<file path="src/rtl/zebra_stop_arbiter.sv">
// Debounced zebra-crossing stop decision: sliding-window vote, hysteresis FSM, hold timer and
// stale-input watchdog. Optional stripe-count gating of votes via `ZEBRA_STRIPE_GATE_EN.
module zebra_stop_arbiter #(
    parameter int unsigned WINDOW       = 8,
    parameter int unsigned ON_THRESH    = 5,
    parameter int unsigned OFF_THRESH   = 2,
    parameter int unsigned HOLD_FRAMES  = 30,
    parameter int unsigned STALE_FRAMES = 4,
    parameter int unsigned MIN_STRIPES  = 3
) (
    input  logic       clk,
    input  logic       rst,
    input  logic       det_valid,
    input  logic       det_crossing,
    input  logic [7:0] det_stripes,
    input  logic       frame_sync,
    output logic       stop_out,
    output logic [3:0] vote_count,
    output logic [1:0] state_out,
    output logic       stale
);

    typedef enum logic [1:0] {
        StClear = 2'd0,
        StStop  = 2'd1,
        StHold  = 2'd2
    } state_e;

    localparam logic [3:0] OnTh     = 4'(ON_THRESH);
    localparam logic [3:0] OffTh    = 4'(OFF_THRESH);
    localparam logic [3:0] StaleMax = 4'(STALE_FRAMES);
    localparam logic [7:0] HoldInit = 8'(HOLD_FRAMES);

    logic              fs_q;
    logic              frame_tick;
    logic              vote_bit;
    logic [WINDOW-1:0] hist_q, hist_d;
    logic [3:0]        vote_q, vote_d;
    logic [3:0]        stale_cnt_q, stale_cnt_d;
    logic              stale_q, stale_d;
    state_e            state_q, state_d;
    logic [7:0]        hold_q, hold_d;
    logic              stop_q, stop_d;

`ifdef ZEBRA_STRIPE_GATE_EN
    assign vote_bit = det_crossing & (det_stripes >= 8'(MIN_STRIPES));
`else
    localparam logic [7:0] unused_min_stripes = 8'(MIN_STRIPES);
    logic unused_stripes;
    assign unused_stripes = ^det_stripes;
    assign vote_bit = det_crossing;
`endif

    // Falling edge of the active-low vertical sync marks a frame boundary.
    assign frame_tick = fs_q & ~frame_sync;

    function automatic logic [3:0] popcount(input logic [WINDOW-1:0] v);
        logic [3:0] c;
        c = '0;
        for (int i = 0; i < WINDOW; i++) begin
            c = c + {3'b000, v[i]};
        end
        return c;
    endfunction

    // Vote history and watchdog; a detector verdict always beats a coincident frame tick.
    always_comb begin
        hist_d      = hist_q;
        vote_d      = vote_q;
        stale_cnt_d = stale_cnt_q;
        stale_d     = stale_q;
        if (det_valid) begin
            hist_d      = {hist_q[WINDOW-2:0], vote_bit};
            vote_d      = popcount(hist_d);
            stale_cnt_d = '0;
            stale_d     = 1'b0;
        end else if (frame_tick) begin
            if (stale_cnt_q < StaleMax) begin
                stale_cnt_d = stale_cnt_q + 4'd1;
            end
            if (stale_cnt_d == StaleMax) begin
                hist_d  = '0;
                vote_d  = '0;
                stale_d = 1'b1;
            end
        end
    end

    always_comb begin
        state_d = state_q;
        hold_d  = hold_q;
        case (state_q)
            StClear: begin
                if (vote_q >= OnTh) state_d = StStop;
            end
            StStop: begin
                if (vote_q <= OffTh) begin
                    state_d = StHold;
                    hold_d  = HoldInit;
                end
            end
            StHold: begin
                if (vote_q >= OnTh) begin
                    state_d = StStop;
                end else if (frame_tick) begin
                    if (hold_q <= 8'd1) begin
                        hold_d  = '0;
                        state_d = StClear;
                    end else begin
                        hold_d = hold_q - 8'd1;
                    end
                end
            end
            default: begin
                state_d = StClear;
                hold_d  = '0;
            end
        endcase
        stop_d = (state_d == StStop) || (state_d == StHold);
    end

    always_ff @(posedge clk or posedge rst) begin
        if (rst) begin
            fs_q        <= 1'b1;
            hist_q      <= '0;
            vote_q      <= '0;
            stale_cnt_q <= '0;
            stale_q     <= 1'b0;
            state_q     <= StClear;
            hold_q      <= '0;
            stop_q      <= 1'b0;
        end else begin
            fs_q        <= frame_sync;
            hist_q      <= hist_d;
            vote_q      <= vote_d;
            stale_cnt_q <= stale_cnt_d;
            stale_q     <= stale_d;
            state_q     <= state_d;
            hold_q      <= hold_d;
            stop_q      <= stop_d;
        end
    end

    assign stop_out   = stop_q;
    assign vote_count = vote_q;
    assign state_out  = state_q;
    assign stale      = stale_q;

endmodule

</file>
<file path="config.mk">
export PLATFORM = sky130hd
export DESIGN_NAME = zebra_stop_arbiter
export DESIGN_NICKNAME = d
export VERILOG_FILES = /design/src/rtl/zebra_stop_arbiter.sv
export SDC_FILE = /design/constraint.sdc
export NUM_CORES = 1
export LEC_CHECK = 0
export ABC_AREA = 1
export BUFFER_PORTS_ARGS = -buffer_cell sky130_fd_sc_hd__buf_4
export CAP_MARGIN = 20
export CORE_ASPECT_RATIO = 1.1
export CORE_MARGIN = 4
export CORE_UTILIZATION = 61
export CTS_CLUSTER_DIAMETER = 30
export DETAILED_ROUTE_END_ITERATION = 7
export MAX_ROUTING_LAYER = met4
export PLACE_DENSITY = 0.83
export SKIP_LAST_GASP = 1
export SLEW_MARGIN = 20
export SYNTH_ARGS = -nofsm -noshare
export SYNTH_HDL_FRONTEND = slang
export SYNTH_SLANG_ARGS = --single-unit
</file>
<file path="constraint.sdc">
create_clock -name clk -period 4.9 [get_ports clk]
set_input_delay 0.98 -clock clk [delete_from_list [all_inputs] [get_ports clk]]
set_output_delay 0.98 -clock clk [all_outputs]
set_load 0.02 [all_outputs]
</file>
==> results of run 1 <==
[worst reg2reg max path, cell delays in order, from the launching register on]
cell                      delay (ns)
sky130_fd_sc_hd__dfrtp_1        0.43
sky130_fd_sc_hd__fa_1           0.50
sky130_fd_sc_hd__inv_1          0.05
sky130_fd_sc_hd__fa_1           0.49
sky130_fd_sc_hd__fa_1           0.41
sky130_fd_sc_hd__inv_1          0.07
sky130_fd_sc_hd__ha_1           0.15
sky130_fd_sc_hd__inv_1          0.05
sky130_fd_sc_hd__fa_1           0.38
sky130_fd_sc_hd__xor2_1         0.15
sky130_fd_sc_hd__o21ai_0        0.13
[state kept, by name, summed over array words and instances (netlist names)]
name / flops
vote_count: 4
stale: 1
state_out: 2
hist_q: 7
hold_q: 8
fs_q: 1
stale_cnt_q: 4
stop_out: 1
[cells in the final DEF, fill, tap and decap left out, drive strengths merged]
cell    instances
a21oi           7
buf            12
clkbuf          4
dfrtp          27
dfstp           1
fa              4
ha             10
inv            46
nand2          41
nand3          14
nand4           1
nor2           16
nor3            2
o211ai          1
o21ai          16
o22ai           9
xnor2           1
xor2            4
[final cells by class]
class	instances	share of cell area (%)
clock buffers	4	1.45
flip-flops and latches	28	38.9
well taps	31	2.15
repair buffers	12	4.99
inverters	46	9.70
multi-input cells	126	42.9
[metal layers]
metal	GRT usage, %	vias up	wire length [um]
li1	-	661	-
met1	23.1	618	1370
met2	30.8	22	1510
met3	2.27	2	102
met4	6.09	0	18
met5	-	-	0
[worst paths after layout]
check,end
setup reg to reg,vote_count[2]
max in group asynchronous,hold_q[2]
setup / recovery,vote_count[2]
min in group asynchronous,hist_q[2]
hold reg to reg,stale
hold / removal,stale
[power by group]
| group | internal, mW | switching (mW) | total, mW |
|---|---|---|---|
| clock | 0.0318 | 0.0692 | 0.101 |
| combinational | 0.203 | 0.343 | 0.545 |
| sequential | 0.287 | 0.0439 | 0.331 |
| total | 0.521 | 0.456 | 0.977 |
[logic make-up after synthesis]
family / after synthesis / synth area share [%]
adders and majority gates: 14 / 12.4
and+or+nand+nor: 74 / 20.9
AOI/OAI and AO/OA: 33 / 10.8
xor gates and xnor gates: 5 / 2.65
DFF: 28 / 42.4
buffers and inverters: 47 / 10.8
[per-stage QoR]
| step | total power, mW | area [um2] |
|---|---|---|
| global placement | 0.854 | 1780 |
| finish | 0.977 | 1810 |
| CTS | 0.979 | 1810 |
| global route | 1.07 | 1810 |
| floorplan | 0.750 | 1660 |
| detailed placement | 0.879 | 1780 |
==> flow_results.xml, run 1 <==
<?xml version="1.0" encoding="UTF-8"?>
<metrics>
  <group name="run_status">
    <metric name="run_status" unit="">complete, no violations</metric>
  </group>
  <group name="placed_design">
    <metric name="finalWeightedCongestion" unit="">0.866</metric>
    <metric name="portBuffers" unit="">12</metric>
    <metric name="place.detailed.instances" unit="">243</metric>
    <metric name="preCtsSetupSlack" unit="ns">1.29</metric>
    <metric name="dp_hpwl" unit="um">2330</metric>
  </group>
  <group name="logic_synthesis">
    <metric name="synth.lib_cells_used.distinct" unit="">24</metric>
    <metric name="yosys_warnings" unit="">0</metric>
    <metric name="ys_top_cells_by_area" unit="">sky130_fd_sc_hd__dfrtp_1 (41%), sky130_fd_sc_hd__inv_1 (10%), sky130_fd_sc_hd__nand2_1 (8.4%)</metric>
    <metric name="postSynthCellCount" unit="">201</metric>
    <metric name="synth.most_common_cell" unit="">sky130_fd_sc_hd__inv_1</metric>
    <metric name="dominantRegCellSynth" unit="">sky130_fd_sc_hd__dfrtp_1</metric>
    <metric name="asyncSetResetFlopFracSynth" unit="%">100</metric>
    <metric name="seq_total_area_yosys" unit="%">42.4</metric>
    <metric name="number_of_synthesized_flops_with_an_enable_pin" unit="">0</metric>
    <metric name="netlist.area_leader.share" unit="%">40.8</metric>
    <metric name="synth.ff_latch_count" unit="">28</metric>
    <metric name="syn-cell-area" unit="um2">1660</metric>
    <metric name="yosys.area.top_type" unit="">sky130_fd_sc_hd__dfrtp_1</metric>
    <metric name="synthesis.nets" unit="">228</metric>
    <metric name="synthTopCellsByCount" unit="">sky130_fd_sc_hd__inv_1 (44), sky130_fd_sc_hd__nand2_1 (37), sky130_fd_sc_hd__dfrtp_1 (27)</metric>
    <metric name="synth.avg_cell_area" unit="um2">8.24</metric>
  </group>
  <group name="sta">
    <metric name="setup_violations" unit="">0</metric>
    <metric name="worst_relative_slew_slack" unit="%">61.1</metric>
    <metric name="final_min_period_over_clock_period" unit="%">65.9</metric>
    <metric name="final-hold-violation-count" unit="">0</metric>
    <metric name="setup_total_neg_slack" unit="ns">0</metric>
    <metric name="timing_max_transition_violations_final" unit="">0</metric>
    <metric name="layout_min_cycle_time" unit="ns">3.23</metric>
    <metric name="skew" unit="ns">0.0128</metric>
    <metric name="worstMarginPinSlew" unit="ns">0.583</metric>
    <metric name="grt_setup_unrepaired" unit="">no</metric>
    <metric name="finalWorstSetupSlack" unit="ns">1.67</metric>
    <metric name="hold_ws" unit="ns">0.534</metric>
    <metric name="clock.fmax" unit="MHz">309</metric>
  </group>
  <group name="final_layout">
    <metric name="drive_gt1_share" unit="%">13.0</metric>
    <metric name="num-nets-final" unit="">244</metric>
    <metric name="layout.core_utilization" unit="%">71.0</metric>
    <metric name="area_delta_synth_final" unit="%">9.15</metric>
    <metric name="multi_input_area" unit="um2">774</metric>
    <metric name="final_cells" unit="">247</metric>
    <metric name="fillCellCount" unit="">189</metric>
    <metric name="area.sequential" unit="um2">702</metric>
    <metric name="antenna_cells_inserted" unit="">0</metric>
  </group>
  <group name="worst_setup_path">
    <metric name="crit_family" unit="">adder cells</metric>
    <metric name="rr_startpoint" unit="">hist_q[0]</metric>
    <metric name="path_buf_inv" unit="">4</metric>
    <metric name="worst-endpoint-arrival" unit="ns">3.50</metric>
    <metric name="worstSetupStartpoint" unit="">det_crossing</metric>
    <metric name="cp_max_fo" unit="">2</metric>
    <metric name="startpoint_type" unit="">input pin</metric>
    <metric name="ff2ff_path_depth" unit="">10</metric>
    <metric name="critPathCaptureType" unit="">flip-flop</metric>
    <metric name="r2r_setup_slk" unit="ns">2.03</metric>
    <metric name="worst-endpoint-required" unit="ns">5.16</metric>
    <metric name="worst_path_largest_cell_delay" unit="ns">0.52</metric>
    <metric name="worstSetupPathDepth" unit="">11</metric>
    <metric name="criticalPathCategory" unit="">in2reg</metric>
    <metric name="crit_path_top_delay_cell" unit="">sky130_fd_sc_hd__fa_1</metric>
    <metric name="timing.critical_path.cells" unit="">buf_4 -&gt; fa_1 -&gt; inv_1 -&gt; fa_1 -&gt; fa_1 -&gt; inv_1 -&gt; ha_1 -&gt; inv_1 -&gt; fa_1 -&gt; xor2_1 -&gt; o21ai_0</metric>
    <metric name="critical_path.most_common_cell" unit="">sky130_fd_sc_hd__fa_1</metric>
  </group>
  <group name="routing">
    <metric name="drtIter0Drc" unit="">43</metric>
    <metric name="dr.pass1.iters" unit="">4</metric>
    <metric name="detail-route-antenna-nets" unit="">0</metric>
    <metric name="post_drt_via_cell_ratio" unit="">5.28</metric>
    <metric name="average_detailed_routed_wire_length_per_instance" unit="um">12.2</metric>
    <metric name="detail_route.drc_violations" unit="">0</metric>
    <metric name="wirelength" unit="um">3000</metric>
    <metric name="num_vias" unit="">1303</metric>
  </group>
  <group name="hold_path">
    <metric name="hold_start" unit="">stale</metric>
    <metric name="hold-path-cell-count" unit="">2</metric>
    <metric name="worstHoldPathType" unit="">reg2reg</metric>
  </group>
  <group name="global_routing">
    <metric name="grt_pass1_vias" unit="">1313</metric>
    <metric name="global_route.overflow_total" unit="">0</metric>
    <metric name="globalRouteTotalUtil" unit="%">18.5</metric>
    <metric name="global_route_wire_length_before_repair" unit="um">5350</metric>
    <metric name="pin_count_of_the_biggest_net_entering_global_routing" unit="">29</metric>
    <metric name="number_of_antenna_violations_at_the_first_check_in_global_routing" unit="">0</metric>
  </group>
  <group name="clocking">
    <metric name="postCtsSetupRepairBufs" unit="">0</metric>
    <metric name="cts_hold_buffers" unit="">0</metric>
    <metric name="tritoncts_clock_tree" unit="">built</metric>
    <metric name="clk_latency" unit="ns">0.33</metric>
    <metric name="cts-buffers-inserted" unit="">3</metric>
    <metric name="numClockSinks" unit="">28</metric>
    <metric name="post_cts_resized" unit="">0</metric>
    <metric name="clk_pin_slew_worst_paths" unit="ns">0.16</metric>
    <metric name="root_buffer" unit="">sky130_fd_sc_hd__clkbuf_4</metric>
    <metric name="clockBufferDepth" unit="">2</metric>
    <metric name="clock_tree.htree_level_count" unit="">1</metric>
  </group>
  <group name="floorplanning">
    <metric name="die_y" unit="um">62.6</metric>
    <metric name="fp.dieW" unit="um">57.7</metric>
    <metric name="floorplan.die_area" unit="um2">3610</metric>
    <metric name="placeableCoreArea" unit="um2">2540</metric>
    <metric name="num_rows" unit="">19</metric>
    <metric name="initial_core_util" unit="%">65.1</metric>
    <metric name="ioPinCount" unit="">21</metric>
  </group>
  <group name="power_and_ir_drop">
    <metric name="total_leakage_power" unit="nW">0.965</metric>
    <metric name="max-vdd-ir-drop" unit="mV">0.334</metric>
    <metric name="power.density_cell_area" unit="nW/um2">541</metric>
  </group>
  <group name="job">
    <metric name="maxCapViolations" unit="">0</metric>
  </group>
</metrics>
Power figures use the tool's default switching activity.
==> run 2, diff against run 1 <==
--- a/config.mk
+++ b/config.mk
@@ -10,11 +10,11 @@
 export CAP_MARGIN = 20
 export CORE_ASPECT_RATIO = 1.1
 export CORE_MARGIN = 4
-export CORE_UTILIZATION = 61
+export CORE_UTILIZATION = 57
 export CTS_CLUSTER_DIAMETER = 30
 export DETAILED_ROUTE_END_ITERATION = 7
 export MAX_ROUTING_LAYER = met4
-export PLACE_DENSITY = 0.83
+export PLACE_DENSITY = 0.79
 export SKIP_LAST_GASP = 1
 export SLEW_MARGIN = 20
 export SYNTH_ARGS = -nofsm -noshare
==> constraint.sdc (replaced) <==
create_clock -name clk -period 3.3 [get_ports clk]
set_input_delay 0.66 -clock clk [delete_from_list [all_inputs] [get_ports clk]]
set_output_delay 0.66 -clock clk [all_outputs]
set_load 0.02 [all_outputs]
==> flow_results.xml, run 2 (synthesis results as in run 1) <==
<?xml version="1.0" encoding="UTF-8"?>
<metrics>
  <group name="sta">
    <metric name="setup_total_neg_slack" unit="ns">0</metric>
    <metric name="timing_max_transition_violations_final" unit="">0</metric>
    <metric name="setup_violations" unit="">0</metric>
    <metric name="clock.fmax" unit="MHz">341</metric>
    <metric name="final-hold-violation-count" unit="">0</metric>
    <metric name="layout_min_cycle_time" unit="ns">2.93</metric>
    <metric name="worstMarginPinSlew" unit="ns">0.562</metric>
    <metric name="final_min_period_over_clock_period" unit="%">88.9</metric>
    <metric name="skew" unit="ns">0.00442</metric>
    <metric name="grt_setup_unrepaired" unit="">no</metric>
    <metric name="hold_ws" unit="ns">0.373</metric>
    <metric name="worst_relative_slew_slack" unit="%">62.5</metric>
  </group>
  <group name="global_routing">
    <metric name="grt_most_used_layer" unit="">met2</metric>
    <metric name="gr-usage-met3" unit="%">2.39</metric>
    <metric name="pin_count_of_the_biggest_net_entering_global_routing" unit="">29</metric>
    <metric name="global_route.overflow_total" unit="">0</metric>
    <metric name="globalRouteTotalUtil" unit="%">20.0</metric>
    <metric name="grt_pass1_vias" unit="">1371</metric>
    <metric name="grtUsageMet2" unit="%">34.3</metric>
    <metric name="global_route_wire_length_before_repair" unit="um">5830</metric>
    <metric name="gr-usage-met1" unit="%">23.2</metric>
    <metric name="number_of_antenna_violations_at_the_first_check_in_global_routing" unit="">0</metric>
  </group>
  <group name="clocking">
    <metric name="cts_hold_buffers" unit="">0</metric>
    <metric name="clockBufferDepth" unit="">2</metric>
    <metric name="tritoncts_clock_tree" unit="">built</metric>
    <metric name="numClockSinks" unit="">28</metric>
    <metric name="cts-buffers-inserted" unit="">3</metric>
    <metric name="clk_latency" unit="ns">0.32</metric>
    <metric name="post_cts_resized" unit="">0</metric>
    <metric name="postCtsSetupRepairBufs" unit="">0</metric>
    <metric name="clock_tree.htree_level_count" unit="">1</metric>
    <metric name="clk_pin_slew_worst_paths" unit="ns">0.15</metric>
    <metric name="root_buffer" unit="">sky130_fd_sc_hd__clkbuf_4</metric>
  </group>
  <group name="placed_design">
    <metric name="finalWeightedCongestion" unit="">0.855</metric>
    <metric name="portBuffers" unit="">12</metric>
    <metric name="place.detailed.instances" unit="">245</metric>
    <metric name="dp_hpwl" unit="um">2520</metric>
  </group>
  <group name="floorplanning">
    <metric name="die_y" unit="um">64.5</metric>
    <metric name="floorplan.die_area" unit="um2">3830</metric>
    <metric name="placeableCoreArea" unit="um2">2780</metric>
    <metric name="initial_core_util" unit="%">59.6</metric>
    <metric name="num_rows" unit="">20</metric>
    <metric name="ioPinCount" unit="">21</metric>
    <metric name="fp.dieW" unit="um">59.4</metric>
  </group>
  <group name="final_layout">
    <metric name="largest_register_ffs" unit="">8</metric>
    <metric name="fillCellCount" unit="">230</metric>
    <metric name="max_flop_register" unit="">hold_q</metric>
    <metric name="mostFrequentLayoutCell" unit="">sky130_fd_sc_hd__inv_1</metric>
    <metric name="drive_gt1_share" unit="%">13.4</metric>
    <metric name="multi_input_area" unit="um2">774</metric>
    <metric name="num-nets-final" unit="">244</metric>
    <metric name="area_delta_synth_final" unit="%">10.9</metric>
    <metric name="final_cell_mix" unit="">sky130_fd_sc_hd__inv_1 (43), sky130_fd_sc_hd__nand2_1 (37), sky130_fd_sc_hd__dfrtp_1 (27)</metric>
    <metric name="reg_top3" unit="">hold_q: 8 flops, hist_q: 7 flops</metric>
    <metric name="antenna_cells_inserted" unit="">0</metric>
    <metric name="area.sequential" unit="um2">702</metric>
    <metric name="final_cells" unit="">249</metric>
  </group>
  <group name="worst_setup_path">
    <metric name="criticalPathCategory" unit="">in2reg</metric>
    <metric name="cp_max_fo" unit="">2</metric>
    <metric name="critPathCaptureType" unit="">flip-flop</metric>
    <metric name="worst-endpoint-required" unit="ns">3.55</metric>
    <metric name="worst-endpoint-arrival" unit="ns">3.18</metric>
    <metric name="startpoint_type" unit="">input pin</metric>
  </group>
  <group name="routing">
    <metric name="detail_route.drc_violations" unit="">0</metric>
    <metric name="wirelength" unit="um">3200</metric>
    <metric name="detail-route-antenna-nets" unit="">0</metric>
    <metric name="average_detailed_routed_wire_length_per_instance" unit="um">12.8</metric>
    <metric name="num_vias" unit="">1315</metric>
    <metric name="drtIter0Drc" unit="">78</metric>
    <metric name="dr.pass1.iters" unit="">4</metric>
    <metric name="post_drt_via_cell_ratio" unit="">5.28</metric>
  </group>
  <group name="power_and_ir_drop">
    <metric name="total_leakage_power" unit="nW">0.978</metric>
    <metric name="power.density_cell_area" unit="nW/um2">837</metric>
    <metric name="p_total" unit="mW">1.54</metric>
    <metric name="max-vdd-ir-drop" unit="mV">0.611</metric>
  </group>
  <group name="job">
    <metric name="maxCapViolations" unit="">0</metric>
  </group>
  <group name="run_status">
    <metric name="run_status" unit="">complete, no violations</metric>
  </group>
  <group name="hold_path">
    <metric name="worstHoldPathType" unit="">in2async</metric>
  </group>
</metrics>
-- run 2: metal layers --
metal	wire length [um]	up-vias	part of all wire, %
met5	0	-	0
met4	47	0	1.5
met3	81	6	2.5
met2	1740	24	54
met1	1330	623	42
li1	-	662	-
-- run 2: layout make-up --
type | count | area share (%)
clock buffer | 3 | 1.23
clock inverter | 1 | 1.64
inverter | 46 | 9.54
multi-input combinational | 126 | 42.2
sequential | 28 | 38.2
tap | 33 | 2.25
timing repair buffer | 12 | 4.91
-- run 2: metrics by stage --
| step | area [um2] | setup WS [ns] | utilization, % |
|---|---|---|---|
| 2_1_floorplan | 1660 | 0.246 | - |
| 3_3_place_gp | 1780 | 0.0514 | 64.2 |
| 3_5_place_dp | 1780 | 0.0140 | 64.2 |
| 4_1_cts | 1840 | 0.362 | 66.1 |
| 5_1_grt | 1840 | 0.242 | 66.1 |
| 6_report | 1840 | 0.367 | 66.1 |
-- run 2: final timing paths --
kind / cells past startpoint / end / startpoint / slack, ns
setup / recovery: 11 / vote_count[2] / det_crossing / 0.37
hold / removal: 2 / stale / rst / 0.37
setup reg to reg: 10 / vote_count[2] / hist_q[0] / 0.42
hold reg to reg: 2 / stale / stale / 0.54
max in group asynchronous: 2 / vote_count[1] / rst / 2.56
min in group clk: 1 / fs_q / frame_sync / 0.45
-- run 2: critical path, cell delays in order --
cell and delay (ns):
sky130_fd_sc_hd__buf_4 0.12, sky130_fd_sc_hd__fa_1 0.52, sky130_fd_sc_hd__inv_1 0.05, sky130_fd_sc_hd__fa_1 0.49
sky130_fd_sc_hd__fa_1 0.41, sky130_fd_sc_hd__inv_1 0.07, sky130_fd_sc_hd__ha_1 0.16, sky130_fd_sc_hd__inv_1 0.06
sky130_fd_sc_hd__fa_1 0.37, sky130_fd_sc_hd__xor2_1 0.15, sky130_fd_sc_hd__o21ai_0 0.13
-- run 2: power by group --
| part | internal, mW | switching (mW) |
|---|---|---|
| combinational | 0.303 | 0.521 |
| clock | 0.123 | 0.0966 |
| sequential | 0.426 | 0.0661 |
| total | 0.852 | 0.684 |
